<file path="config.mk">
export PLATFORM = sky130hd
export DESIGN_NAME = dtb_trace_ctrl
export DESIGN_NICKNAME = d
export VERILOG_FILES = /design/src/rtl/dtb_trace_ctrl.sv
export SDC_FILE = /design/constraint.sdc
export NUM_CORES = 1
export LEC_CHECK = 0
export ABC_AREA = 1
export ABC_CLOCK_PERIOD_IN_PS = 1600
export CAP_MARGIN = 20
export CORE_MARGIN = 1
export CORE_UTILIZATION = 48
export DETAILED_ROUTE_END_ITERATION = 10
export GPL_TIMING_DRIVEN = 0
export PLACE_DENSITY = 0.84
export SLEW_MARGIN = 20
export SYNTH_ARGS = -nofsm -noshare
export SYNTH_HDL_FRONTEND = slang
export SYNTH_SLANG_ARGS = --single-unit
</file>
<file path="constraint.sdc">
create_clock -name clk_i -period 1.6 [get_ports clk_i]
set_input_delay 0.32 -clock clk_i [delete_from_list [all_inputs] [get_ports clk_i]]
set_output_delay 0.32 -clock clk_i [all_outputs]
set_load 0.02 [all_outputs]
</file>
<file path="src/rtl/dtb_trace_ctrl.sv">
// Data Trace Buffer sequencer: ring-buffer write pointer, trigger capture,
// post-trigger delay and freeze for readout.
package DTB_PKG;
  typedef enum logic [1:0] {
    trace_mode     = 2'b00,
    rw_stream_mode = 2'b01,
    r_stream_mode  = 2'b10,
    w_stream_mode  = 2'b11
  } trg_mode_e;

  typedef struct packed {
    trg_mode_e  trg_mode;
    logic [1:0] trg_num_traces;
    logic [3:0] trg_delay;
  } control_t;

  typedef struct packed {
    logic       trg_event;
    logic [4:0] event_pos;
    logic       zero;
  } status_t;

  localparam control_t CONTROL_DEFAULT = '{trg_mode: trace_mode, trg_num_traces: 2'd0, trg_delay: 4'hF};
  localparam status_t  STATUS_DEFAULT  = '0;
endpackage

module dtb_trace_ctrl #(
  parameter int unsigned TRB_WIDTH = 32,
  parameter int unsigned TRB_DEPTH = 32,
  localparam int unsigned AW = $clog2(TRB_DEPTH),
  localparam int unsigned EW = $clog2(TRB_WIDTH)
) (
  input  logic                clk_i,
  input  logic                rst_ni,
  input  DTB_PKG::control_t   control_i,
  input  logic                control_valid_i,
  input  logic                data_valid_i,
  input  logic [TRB_WIDTH-1:0] trg_i,
  output logic                write_en_o,
  output logic [AW-1:0]       write_addr_o,
  output logic [AW-1:0]       trg_addr_o,
  output logic                wrapped_o,
  output logic                done_o,
  output logic [1:0]          num_traces_o,
  output DTB_PKG::status_t    status_o
);
  import DTB_PKG::*;

  typedef enum logic [2:0] {IDLE, ARMED, POST, DONE, STREAM} state_e;

  state_e        state, next_state;
  control_t      control;
  logic [AW-1:0] post_cnt;
  logic [AW-1:0] post_len;
  logic [EW-1:0] low_pos;
  logic          low_found;
  logic          trigger;

  // trg_delay sixteenths of the buffer depth
  assign post_len     = AW'({control.trg_delay, AW'(0)} >> 4);
  assign trigger      = (state == ARMED) && data_valid_i && (|trg_i);
  assign num_traces_o = control.trg_num_traces;

  always_comb begin
    low_pos   = '0;
    low_found = 1'b0;
    for (int unsigned i = 0; i < TRB_WIDTH; i++) begin
      if (trg_i[i] && !low_found) begin
        low_pos   = EW'(i);
        low_found = 1'b1;
      end
    end
  end

  always_comb begin
    next_state = state;
    write_en_o = 1'b0;
    if (control_valid_i) begin
      next_state = (control_i.trg_mode == trace_mode) ? ARMED : STREAM;
    end else begin
      case (state)
        ARMED: begin
          write_en_o = data_valid_i;
          if (trigger) next_state = (post_len == '0) ? DONE : POST;
        end
        POST: begin
          write_en_o = data_valid_i;
          if (data_valid_i && post_cnt <= AW'(1)) next_state = DONE;
        end
        STREAM:  write_en_o = data_valid_i;
        default: ;
      endcase
    end
  end

  always_ff @(posedge clk_i or negedge rst_ni) begin
    if (!rst_ni) begin
      state        <= IDLE;
      control      <= CONTROL_DEFAULT;
      status_o     <= STATUS_DEFAULT;
      write_addr_o <= '0;
      trg_addr_o   <= '0;
      wrapped_o    <= 1'b0;
      done_o       <= 1'b0;
      post_cnt     <= '0;
    end else begin
      state <= next_state;
      if (control_valid_i) begin
        control      <= control_i;
        status_o     <= STATUS_DEFAULT;
        write_addr_o <= '0;
        trg_addr_o   <= '0;
        wrapped_o    <= 1'b0;
        done_o       <= 1'b0;
      end else begin
        if (write_en_o) begin
          write_addr_o <= write_addr_o + AW'(1);
          if (write_addr_o == '1) wrapped_o <= 1'b1;
        end
        if (trigger) begin
          status_o.trg_event <= 1'b1;
          status_o.event_pos <= 5'(low_pos);
          trg_addr_o         <= write_addr_o;
          post_cnt           <= post_len;
        end
        if (state == POST && data_valid_i) post_cnt <= post_cnt - AW'(1);
        if (state != DONE && next_state == DONE) done_o <= 1'b1;
      end
    end
  end
endmodule

</file>
==> results.cfg <==
[sta]
hold_ws_ns = 0.0636
worst_pin_slew_ns = 0.696
fmax_ghz = 0.541
layout_min_cycle_time_ns = 1.85
relSlewSlack_pct = 53.6
setup_violations = 8
grt_setup_unrepaired = yes
final.setup.worst_slack_ns = -0.248
finalSetupTns_ns = -1.04
final_max_slew_viol_count = 0
min_period_over_period_pct = 116
report.final.hold_viol_count = 0
skew_ns = 0.00813

[logic_synthesis]
synth_area_per_cell_um2 = 7.29
synth_flop_cell = dfrtp_1
syn_inst = 303
syn-num-nets = 351
yosys_warnings = 0
synth_cell_types = 44
ys_seq_area_share_pct = 36.5
yosysTopAreaCell = dfrtp_1
postSynth.asyncResetShare_pct = 100
synth_most_common_cell = nand2_1
synthTopCellsByCount = nand2_1 (64), inv_1 (49), nor2_1 (34)
synth-seq-cells = 32
synth_edf_count = 0
ys_top_cells_by_area = dfrtp_1 (32%), nand2_1 (11%), inv_1 (8.3%)
synth_top_area_share_pct = 31.7
synth_area_um2 = 2210

[drt]
vias = 2382
drtAntennaViolNets = 0
firstDrtPassIters = 4
avgViaCountPerCell = 5.27
drcViolationCount = 0
drt-total-wl_mm = 6.33
drtIter0Drc = 120
wire_per_inst_um = 14.0

[floorplanning]
die_h_um = 69.9
ios = 66
dieArea_um2 = 4880
die_w_um = 69.9
coreArea_um2 = 4380
start_util_pct = 50.4
fp-row-count = 24

[worst_setup_path]
criticalPathCategory = register to output port
cp-start-kind = register
crit_arrival_ns = 1.53
worstPathRequired_ns = 1.28
cp_max_fo = 3
crit_path_end_kind = output port

[global_routing]
grt_pass1_wl_mm = 9.66
grt.total_usage_pct = 25.5
grt_start_max_net_pins = 33
grt_pass1_vias = 2193
grt-ovfl-total = 0
antenna_found_initial = 0

[clocking]
cts_tree = built
cts-hold-fix-buffers = 0
cts_buffer_depth = 2
clkSinkCount = 32
cts.clk_slew.worst_paths_ns = 0.07
clk_root_buffer_cell = clkbuf_8
htreeDepth = 2
worstSkewPairLatency_ns = 0.30
cts_buffers = 5

[outcome]
status = finished, violations left
violations = setup timing

[finish]
filler_cell_count = 306
final_cell_count_no_fill = 452
antenna_cells = 0
design_area_um2 = 3310
drive_gt1_share_pct = 28.7
areaGrowthSynthToFinish_pct = 49.7
fin_nets = 447

[power_and_ir_drop]
ir_worst_vdd_v = 0.000849
p_leak_nw = 1.91
p_per_area_nw_per_um2 = 679

[placement]
placement.io_buffers = 63
dp_hpwl_mm = 3.99
gp_congestion = 0.808
dp_cells = 418
placed_area_um2 = 2900

[worst_hold_path]
hp-class = input pin to async pin

[job]
max-cap-violations = 0
==> state kept, by name (all words and copies together) (netlist names) <==
| signal | cells |
|---|---|
| post_cnt | 5 |
| write_addr_o | 5 |
| status_o | 6 |
| num_traces_o | 2 |
| state | 3 |
| done_o | 1 |
| wrapped_o | 1 |
| control | 4 |
| trg_addr_o | 5 |
==> final cells by class <==
| type | count | area, µm² | area share, % |
|---|---|---|---|
| repair buffers | 89 | 807 | 24.4 |
| flip-flops and latches | 32 | 807 | 24.4 |
| clock buffers | 8 | 100 | 3.03 |
| well taps | 52 | 65.1 | 1.97 |
| plain buffers | 6 | 42.5 | 1.29 |
| inverters | 54 | 208 | 6.28 |
| multi-input cells | 211 | 1280 | 38.6 |
==> power by group <==
part | leakage, nW | switching (mW) | internal (mW)
Combinational | 1.44 | 0.349 | 0.262
Sequential | 0.415 | 0.0528 | 0.888
Clock | 0.0515 | 0.300 | 0.392
Total | 1.91 | 0.702 | 1.54
==> per-stage QoR <==
stage	util, %	setup slack, ns	total power, mW
5_1_grt	75.4	-0.349	2.37
6_report	75.4	-0.248	2.24
3_3_place_gp	66.3	-0.590	1.46
2_1_floorplan	-	0.119	1.24
4_1_cts	72.4	-0.214	2.20
3_5_place_dp	66.2	-0.580	1.47
==> placed cells by master (no fill, tap or decap), drive strengths merged, types with 3 or more instances in the layout <==
cell           netlist  layout
dlymetal6s2s         0      17
clkbuf               0      18
o21ai               25      25
clkdlybuf4s15        0       3
dfrtp               28      28
nand2               68      68
buf                  6      37
inv                 53      53
nand3               22      22
nor2                44      44
ha                   4       4
dlygate4sd2          0      19
nor3                 8       8
clkdlybuf4s50        0       9
dfstp                4       4
a21oi                6       6
nand4                9       9
==> repair_timing <==
action / 4_1_cts / 5_1_grt
setup buffers: 21 / 8
cloned: 1 / 0
pin swaps: 26 / 28
resized for setup: 61 / 82
setup endpoints to repair: 29 / 36
==> critical path, stage by stage (launching register included) <==
cell	delay [ns]
dfrtp_1	0.43
nor3_4	0.25
inv_2	0.08
nand2_2	0.07
inv_2	0.04
nand2_2	0.07
nand2_4	0.06
nor2_4	0.11
buf_6	0.13
==> path summary, 6_finish.rpt <==
kind	slack (ns)	to	from	cells after the start
setup / recovery	-0.25	write_en_o	state[1]	8
hold / removal	0.06	post_cnt[2]	rst_ni	1
setup reg to reg	-0.13	done_o	state[1]	10
hold reg to reg	0.48	num_traces_o[1]	num_traces_o[1]	2
max in group asynchronous	1.04	state[2]	rst_ni	1
min in group clk_i	0.41	control[1]	control_valid_i	2
==> cells by family (layout without fill, tap and decap cells) <==
family | after synthesis | count (layout) | synth area share (%)
buf+inv | 60 | 157 | 11.1
fa+ha+maj | 4 | 4 | 2.27
other cells | 1 | 1 | 0.170
compound gates | 47 | 47 | 13.4
flops | 32 | 32 | 36.5
xor+xnor | 2 | 2 | 0.793
simple gates | 157 | 157 | 35.8
==> routing by layer <==
layer / up-vias / wire length [µm] / global-route usage, %
met3: 18 / 404 / 7.50
met4: 0 / 192 / 9.78
met1: 1105 / 2650 / 31.8
li1: 1175 / - / -
met2: 84 / 3080 / 41.6
met5: - / 0 / 0
No activity file was read; power rests on OpenSTA's default activity.
